==> src/rtl/demux5_pkg.sv <==
// Shared constants and types for the 1-to-5 stream demultiplexer.
//   NOUT      : number of output streams
//   DROPCNT_W : width of the optional zero-select drop counter
//   sel_t     : one-hot / multi-hot destination select vector
package demux5_pkg;

  localparam int unsigned NOUT      = 5;
  localparam int unsigned DROPCNT_W = 8;

  typedef logic [NOUT-1:0] sel_t;

endpackage : demux5_pkg

==> src/rtl/demux5_slot.sv <==
// One-entry valid/ready holding register for a single demux output.
// Ports:
//   clk, reset   : clock, asynchronous active-high reset
//   load         : capture load_data this cycle (caller guarantees availability)
//   load_data    : beat to capture
//   ready        : downstream consumer ready
//   valid, data  : registered output beat
//   available    : slot can take a beat this cycle (empty or draining)
module demux5_slot #(
  parameter int unsigned DW = 1
) (
  input  logic          clk,
  input  logic          reset,
  input  logic          load,
  input  logic [DW-1:0] load_data,
  input  logic          ready,
  output logic          valid,
  output logic [DW-1:0] data,
  output logic          available
);

  // Drain and refill in the same cycle is allowed, so a ready consumer frees the slot.
  assign available = ~valid | ready;

  // Valid tracks load/drain; data only changes on load and is kept after drain.
  always_ff @(posedge clk or posedge reset) begin
    if (reset) begin
      valid <= 1'b0;
      data  <= '0;
    end else begin
      if (load) begin
        valid <= 1'b1;
        data  <= load_data;
      end else if (ready) begin
        valid <= 1'b0;
      end
    end
  end

endmodule : demux5_slot

==> src/rtl/demux5_pipe.sv <==
// Registered 1-to-5 valid/ready stream demultiplexer with broadcast support.
// Ports:
//   clk, reset        : clock, asynchronous active-high reset
//   in_valid/in_ready : input handshake (in_ready is combinational)
//   in_sel            : destination select, multi-hot broadcasts all-or-nothing
//   in_data           : input beat
//   out_valid/out_ready : per-output handshake, bit i for output i
//   out4..out0        : per-output data from the holding registers
//   drop_count        : saturating count of accepted zero-select beats
//                       (present only when DEMUX5_DROPCNT_EN is defined)
module demux5_pipe
  import demux5_pkg::*;
#(
  parameter int unsigned DW = 1
) (
  input  logic          clk,
  input  logic          reset,
  input  logic          in_valid,
  input  sel_t          in_sel,
  input  logic [DW-1:0] in_data,
  output logic          in_ready,
  output sel_t          out_valid,
  input  sel_t          out_ready,
  output logic [DW-1:0] out4,
  output logic [DW-1:0] out3,
  output logic [DW-1:0] out2,
  output logic [DW-1:0] out1,
  output logic [DW-1:0] out0
`ifdef DEMUX5_DROPCNT_EN
  ,
  output logic [DROPCNT_W-1:0] drop_count
`endif
);

  sel_t          avail;
  sel_t          load;
  logic          accept;
  logic [DW-1:0] slot_data [NOUT];

  // Every selected slot must be free; unselected slots never block.
  assign in_ready = &(~in_sel | avail);
  assign accept   = in_valid & in_ready;
  assign load     = in_sel & {NOUT{accept}};

  // Per-output holding registers.
  for (genvar i = 0; i < NOUT; i++) begin : g_slot
    demux5_slot #(.DW(DW)) u_slot (
      .clk       (clk),
      .reset     (reset),
      .load      (load[i]),
      .load_data (in_data),
      .ready     (out_ready[i]),
      .valid     (out_valid[i]),
      .data      (slot_data[i]),
      .available (avail[i])
    );
  end

  assign out0 = slot_data[0];
  assign out1 = slot_data[1];
  assign out2 = slot_data[2];
  assign out3 = slot_data[3];
  assign out4 = slot_data[4];

`ifdef DEMUX5_DROPCNT_EN
  // Saturating count of beats accepted with no destination.
  always_ff @(posedge clk or posedge reset) begin
    if (reset) begin
      drop_count <= '0;
    end else if (accept && (in_sel == '0) && (drop_count != {DROPCNT_W{1'b1}})) begin
      drop_count <= drop_count + DROPCNT_W'(1);
    end
  end
`endif

endmodule : demux5_pipe

==> config.mk <==
export PLATFORM = sky130hd
export DESIGN_NAME = demux5_pipe
export DESIGN_NICKNAME = d
export VERILOG_FILES = /design/src/rtl/demux5_pkg.sv /design/src/rtl/demux5_slot.sv /design/src/rtl/demux5_pipe.sv
export SDC_FILE = /design/constraint.sdc
export NUM_CORES = 1
export LEC_CHECK = 0
export ABC_AREA = 1
export CAP_MARGIN = 10
export CORE_MARGIN = 3
export CORE_UTILIZATION = 33
export CTS_BUF_LIST = sky130_fd_sc_hd__clkbuf_2
export DETAILED_ROUTE_END_ITERATION = 10
export PLACE_DENSITY = 0.66
export SLEW_MARGIN = 5
export SYNTH_ARGS = -nofsm -noshare
export SYNTH_HDL_FRONTEND = slang
export SYNTH_SLANG_ARGS = --single-unit
==> constraint.sdc <==
create_clock -name clk -period 1.15 [get_ports clk]
set_clock_uncertainty 0.2 [all_clocks]
set_input_delay 0.115 -clock clk [delete_from_list [all_inputs] [get_ports clk]]
set_output_delay 0.115 -clock clk [all_outputs]
set_load 0.05 [all_outputs]
Yosys cells after proc, flatten, opt, wreduce, memory -nomap -nowiden
Index checks and enable logic that the tools add are counted.
{ "totals": {"regBits": 10, "inputBits": 14, "out_inout_bits": 11} }
{ "classes": {"muxes": 10, "bitwise_logic": 14, "n_reduce_logical": 6} }
{ "ops": {"columns": ["op", "n"], "rows": [
  ["$mux W1", 10],
  ["$reduce_bool A2 Y1", 5],
  ["$and A5 B5 Y5", 1],
  ["$not A1 Y1", 5],
  ["$not A5 Y5", 1],
  ["$or A1 B1 Y1", 5],
  ["$or A5 B5 Y5", 1],
  ["$reduce_and A5 Y1", 1],
  ["$and A1 B1 Y1", 1]
]} }

Logic depth before layout (Yosys ltp)
Gate-level depths: netlist of the first run.
{ "depth": {"depth_word": 7, "depth_mapped": 7, "ltp_nobuf": 7} }

Modules after synthesis
A second synthesis of the first run with hierarchy kept.
{ "unflattened": {"hier_cells": 75, "area_unflattened_um2": 531.8} }
{ "modules_own_cells": {"columns": ["module", "n_inst", "cells_per_inst", "area_per_inst_um2", "seq_area_each_um2"], "rows": [
  ["demux5_slot", 5, 10, 82.6, 50.0],
  ["demux5_pipe", 1, 25, 118.9, 0.0]
]} }

Worst setup path after synthesis of the first run
No wires, ideal clock.
{ "synth_path": {"kind": "register to register", "startpoint": "register g_slot[3].u_slot.valid", "endpoint": "register g_slot[0].u_slot.data", "arrival_ns": 1.112, "required_time_ns": 0.883, "setup_slack_ns": -0.229, "stages_incl_launch_ff": 6, "n_path_buf": 0, "synth_period_minus_slack_ns": 1.379, "cell_sequence": "dfrtp_1 nand3_1 nand3_1 nor2_4 nand4_1 nand2_1"} }
{ "synth_via": {"elab_chain_len": 6} }
{ "synth_rtl": {"columns": ["item", "line", "source"], "rows": [
  ["start, declared", "demux5_slot.sv:17", "output logic valid,"],
  ["start signal, assigned", "demux5_slot.sv:28", "valid <= 1'b0;"],
  ["start signal, assigned", "demux5_slot.sv:32", "valid <= 1'b1;"],
  ["start signal, assigned", "demux5_slot.sv:35", "valid <= 1'b0;"],
  ["$not A1 Y1", "demux5_slot.sv:23", "assign available = ~valid | ready;"],
  ["$or A1 B1 Y1", "demux5_slot.sv:23", null],
  ["$or A5 B5 Y5", "demux5_pipe.sv:41", "assign in_ready = &(~in_sel | avail);"],
  ["$reduce_and A5 Y1", "demux5_pipe.sv:41", null],
  ["via in_ready", "demux5_pipe.sv:21", "output logic in_ready,"],
  ["$and A1 B1 Y1", "demux5_pipe.sv:42", "assign accept = in_valid & in_ready;"],
  ["$and A5 B5 Y5", "demux5_pipe.sv:43", "assign load = in_sel & {NOUT{accept}};"],
  ["end signal, assigned", "demux5_slot.sv:33", "data <= load_data;"],
  ["end, declared", "demux5_slot.sv:18", "output logic [DW-1:0] data,"]
]} }
The timed path passes the listed nets, and every way through them passes these cells.
A chain may end at the register's enable or synchronous reset.

Worst setup path after layout of the first run
{ "layout_path": {"startpoint": "register g_slot[3].u_slot.valid", "endpoint": "output in_ready"} }
{ "layout_via": {"elab_chain_len": 4} }
{ "layout_rtl": {"columns": ["item", "line"], "rows": [
  ["$not A1 Y1", "demux5_slot.sv:23"],
  ["$or A1 B1 Y1", "demux5_slot.sv:23"],
  ["$or A5 B5 Y5", "demux5_pipe.sv:41"],
  ["$reduce_and A5 Y1", "demux5_pipe.sv:41"],
  ["end, declared", "demux5_pipe.sv:21"]
]} }
Every way passes these cells.

==> results of run 1 <==
per-stage QoR:
step                std cells  hold slack, ns  instance area, um2  utilization
floorplan                  65         -0.2448               553.0            -
CTS                       116        -0.06921                1008       0.7209
detailed placement        109          0.2292               962.2       0.6878
global placement          109          0.2169               962.2       0.6878
global route              118        -0.05250                1045       0.7469
finish                    118        -0.06001                1045       0.7469
timing repair:
action | 4_1_cts | 5_1_grt
setup buffers | 3 | 4
resized for setup | 1 | 6
endpoints found under the hold margin | 10 | 10
pin swaps | 5 | 2
setup endpoints to repair | 21 | 21
routing by layer:
layer  GRT usage  vias to the layer above  wire, um
li1            -                      286         -
met1      0.2043                      276       637
met2      0.2308                       20       658
met3     0.03125                        2       105
met4     0.09091                        0         6
met5           0                        -         0
placed cells by master (no fill, tap or decap):
| master | n |
|---|---|
| buf_12 | 11 |
| nand4_1 | 10 |
| inv_2 | 1 |
| inv_1 | 7 |
| buf_6 | 5 |
| nand2_2 | 2 |
| o21ai_2 | 1 |
| nor2_2 | 1 |
| clkbuf_2 | 3 |
| clkinv_1 | 1 |
| nand2_1 | 20 |
| buf_4 | 11 |
| clkdlybuf4s50_1 | 13 |
| dfrtp_1 | 10 |
| nand3_2 | 5 |
| nor2_4 | 2 |
worst reg2reg max path, cell delays in order, from the launching register on:
cell     delay [ns]
dfrtp_1        0.40
nand3_2        0.08
buf_4          0.11
nand2_2        0.06
nor2_4         0.12
nand4_1        0.14
nand2_1        0.10
nand2_1        0.05
sequential cells by signal, summed over array words and instances (netlist names):
signal,cells
g_slot.u_slot.valid,5
g_slot.u_slot.data,5
kinds of logic (layout without fill, tap and decap cells):
kind of cell,Yosys count,after routing
compound gates,1,1
buf+inv,14,52
flops,10,10
simple gates,40,40
report_power, final:
part           switching [mW]  total (mW)  leakage, nW  internal [mW]
Sequential             0.0646       0.481        0.126          0.417
Clock                   0.121       0.197       0.0140         0.0756
Combinational           0.441       0.894        0.399          0.453
Total                   0.627        1.57        0.538          0.945
path summary, 6_finish.rpt:
path                                                           end  cells past startpoint                               start
worst max-delay path                                      in_ready                      4  g_slot[3].u_slot.valid$_DFFE_PP0P_
worst min-delay path            g_slot[4].u_slot.valid$_DFFE_PP0P_                      2                               reset
worst max register to register   g_slot[2].u_slot.data$_DFFE_PP0P_                      7  g_slot[0].u_slot.valid$_DFFE_PP0P_
worst min register to register   g_slot[4].u_slot.data$_DFFE_PP0P_                      2   g_slot[4].u_slot.data$_DFFE_PP0P_
max in group asynchronous        g_slot[4].u_slot.data$_DFFE_PP0P_                      2                               reset
min in group clk                g_slot[0].u_slot.valid$_DFFE_PP0P_                      4                        out_ready[0]
layout make-up:
cell class,instances,area (um2)
timing repair buffer,40,489.2
fill,103,354.1
sequential,10,250.2
multi-input combinational,41,237.7
inverter,8,30.03
tap,15,18.77
clock buffer,3,15.01
clock inverter,1,3.754
==> reports/results.ini, run 1 <==
[setup_path]
cp-end-kind=primary output
crit_slowest_cell=dfrtp_1
cp_common_cell=nand3_2
crit_type=reg2out
cp_max_fo=2
start_kind=flop
worst-path-buf-inv=1
slowest_delay_ns=0.41
crit_family=flip-flops
path_cells=nand3_2, nand3_2, nor2_4, buf_12
critPathRequiredTime_ns=0.83
cp.arrival_ns=1.13
reg2reg_slack_ns=-0.23

[floorplanning]
placement_rows=13
dieArea_um2=2134
io_pins=25
die-height_um=46.19
dieWidth_um=46.19
core-area_um2=1399
start_util=0.3810

[route]
first_pass_iters=4
wl_um=1408
final_antenna_net_count=0
drtIter0Drc=5
vias=584
vias_per_cell=4.949
wire_per_inst_um=11.93
drc_errors=0

[synth]
synth_area_leaders=dfrtp_1, nand2_1, nand4_1, buf_4, inv_1
ys_async_sr_fraction=1.000
syn-num-nets=79
synth.yosys.seq_area_share=0.4695
synth_top_family_by_area=simple AND/OR/NAND/NOR gates
synthAdderAreaFrac=0
syn_area_per_cell_um2=8.200
yosysTopAreaCell=dfrtp_1
yosys_most_used_dff=dfrtp_1
synthDistinctLibCells=12
synth-simple-area-share=0.3779
synth_top_cell_area_share=0.4695
ys_ff_latch=10
synth_mux_area_frac=0
syn_inst=65
netlist_area_um2=533.0
yosysMostFrequentCell=nand2_1
synth_xor_xnor_area_share=0
synth_compound_area_frac=0.01643
yosysWarnings=0
synth_common_cells=nand2_1, dfrtp_1, nand4_1
synth_edf_count=0

[global_routing]
grt-ovfl-total=0
antenna_found_initial=0
grt_pass1_vias=583
grt_usage=0.1550
grt_pass1_wl_um=2359
grt_max_degree=11

[sta]
worst_pin_slew_ns=0.4077
period_needed_ns=1.442
fin_ws_ns=-0.2915
maxSlewHeadroom=0.7279
finalSetupViolCount=17
fin_crit_sh=1.253
setup_tns_ns=-2.420
hold_slack_ns=-0.06001
fmax_ghz=0.6937
rsz0062_at_grt=yes
slew_viol_final=0
finalHoldViolations=10

[power_and_ir_drop]
p_leak_nw=0.5384
p_per_area_nw_per_um2=1505
vdd_ir_drop_max_uv=856.2
total_power_mw=1.572

[place]
pre_cts_slack_ns=-0.3544
dp_hpwl_um=1093
portBuffers=24
gp_congestion=0.7551

[clock_tree]
cts_sinks=10
cts_tree=yes
clockBufferDepth=2
cts_max_level=1
clock_latency_ns=0.24
root_buffer=clkbuf_2
cts_buffers=3
clk_pin_slew_ns=0.10

[cells_and_area]
drive_above_1_share=0.4078
area_growth_pct=96.01
nNetsFinal=118
diodes=0

[hold_path]
hold_class=in2async

[run_status]
failed_checks=hold timing, setup timing
run_status=complete, but fails checks

[job]
drv_cap=0

Note: power is estimated with default switching activity, not from simulation.
==> run 2, diff against run 1 <==
--- a/config.mk
+++ b/config.mk
@@ -12,6 +12,7 @@
 export CTS_BUF_LIST = sky130_fd_sc_hd__clkbuf_2
 export DETAILED_ROUTE_END_ITERATION = 10
 export PLACE_DENSITY = 0.66
+export SETUP_SLACK_MARGIN = 0.3
 export SLEW_MARGIN = 5
 export SYNTH_ARGS = -nofsm -noshare
 export SYNTH_HDL_FRONTEND = slang
==> reports/results.ini, run 2 (synthesis gave the netlist of run 1 again) <==
[clock_tree]
root_buffer=clkbuf_2
clock_latency_ns=0.26
cts_buffers=3
cts_max_level=1
clk_pin_slew_ns=0.12
cts_sinks=10
clockBufferDepth=2
cts_tree=yes

[setup_path]
slowest_delay_ns=0.42
cp_max_fo=2
reg2reg_slack_ns=-0.27
crit_family=flip-flops
cp-end-kind=primary output
crit_type=reg2out
worst-path-buf-inv=1
path_cells=nand3_2, o21ai_2, nor2_4, buf_12
cp.arrival_ns=1.15
start_kind=flop
critPathRequiredTime_ns=0.83
crit_slowest_cell=dfrtp_1

[sta]
fmax_ghz=0.6838
hold_slack_ns=-0.09209
slew_viol_final=0
finalHoldViolations=10
worst_pin_slew_ns=0.3777
maxSlewHeadroom=0.7479
fin_crit_sh=1.272
finalSetupViolCount=19
fin_ws_ns=-0.3125
period_needed_ns=1.462
rsz0062_at_grt=yes

[run_status]
run_status=complete, but fails checks
failed_checks=hold timing, setup timing

[power_and_ir_drop]
vdd_ir_drop_max_uv=980.3
p_leak_nw=0.5479
pwr-share-seq=0.304
p_int_mw=0.9527
total_power_mw=1.583
p_sw_mw=0.6304
pwr-share-clk=0.124
switching_share=0.3982
p_comb_frac=0.572
p_per_area_nw_per_um2=1487

[route]
final_antenna_net_count=0
wl_met1_um=609
vias_per_cell=4.758
drtIter0Drc=14
wl_met3_um=117
vias=571
top_layer=met4
wl_um=1421
wire_per_inst_um=11.84
first_pass_iters=4
wl_met2_um=687
drc_errors=0

[cells_and_area]
final_common_cell=nand2_1
postLayoutCellArea_um2=1065
finalNonFillerCells=120
diodes=0
drive_above_1_share=0.4190
reg_top3=g_slot.u_slot.data: 5 flops, g_slot.u_slot.valid: 5 flops
fin_util=0.7612
area_growth_pct=99.77
nNetsFinal=120
final_cell_mix=nand2_1, clkdlybuf4s50_1, buf_4
fillers=105

[place]
gp_congestion=0.8147
portBuffers=24
place_area_um2=962.2
dp_hpwl_um=1055
dpl.cell_count=109

[floorplanning]
die-height_um=46.19
dieWidth_um=46.19
start_util=0.3810
io_pins=25
placement_rows=13
dieArea_um2=2134
core-area_um2=1399

[job]
drv_cap=0

[global_routing]
grt_pass1_wl_um=2235
grt_pass1_vias=513
grt_max_degree=11
grt_usage=0.1467
antenna_found_initial=0
grt-ovfl-total=0

[hold_path]
hold_class=in2async

-- run 2: worst paths after layout --
kind                                                         start                                 end  cells past startpoint
worst min register to register   g_slot[3].u_slot.data$_DFFE_PP0P_   g_slot[3].u_slot.data$_DFFE_PP0P_                      2
worst max-delay path            g_slot[4].u_slot.valid$_DFFE_PP0P_                            in_ready                      4
min in group clk                                      out_ready[3]  g_slot[3].u_slot.valid$_DFFE_PP0P_                      4
worst max register to register  g_slot[2].u_slot.valid$_DFFE_PP0P_  g_slot[0].u_slot.valid$_DFFE_PP0P_                      7
worst min-delay path                                         reset   g_slot[1].u_slot.data$_DFFE_PP0P_                      2
max in group asynchronous                                    reset  g_slot[0].u_slot.valid$_DFFE_PP0P_                      2
-- run 2: layout make-up --
class                           count  area, um2  share of cell area
Clock buffer                        3      15.01             0.01410
Multi-Input combinational cell     41      242.7              0.2280
Clock inverter                      1      3.754            0.003525
Timing Repair Buffer               42      504.2              0.4736
Inverter                            8      30.03             0.02820
Tap cell                           15      18.77             0.01763
Sequential cell                    10      250.2              0.2350
-- run 2: metal layers --
| metal | up-vias | global-route usage |
|---|---|---|
| li1 | 293 | - |
| met1 | 247 | 0.1844 |
| met2 | 29 | 0.2363 |
| met3 | 2 | 0.07813 |
| met4 | 0 | 0 |
| met5 | - | 0 |
-- run 2: per-stage QoR --
| stage | setup WS, ns | setup TNS [ns] |
|---|---|---|
| 6_report | -0.3125 | -2.771 |
| 2_1_floorplan | -0.2145 | -1.134 |
| 3_5_place_dp | -0.3721 | -3.452 |
| 3_3_place_gp | -0.3298 | -3.022 |
| 4_1_cts | -0.3109 | -2.341 |
| 5_1_grt | -0.3712 | -4.180 |
-- run 2: power by group through the flow --
| stage | logic (mW) | clock network [mW] | registers (mW) |
|---|---|---|---|
| final | 0.906 | 0.197 | 0.481 |
| after global routing | 0.953 | 0.221 | 0.489 |
| after CTS | 0.896 | 0.201 | 0.481 |
| after detailed placement | 0.833 | 0 | 0.487 |
| after global placement | 0.827 | 0 | 0.484 |
| after floorplan | 0.279 | 0 | 0.611 |
-- run 2: timing repair --
| action | 4_1_cts | 5_1_grt |
|---|---|---|
| pin swaps | 8 | 5 |
| resized for setup | 5 | 3 |
| setup buffers | 5 | 2 |
| hold endpoints to repair | 10 | 10 |
| endpoints found under the setup margin | 21 | 21 |
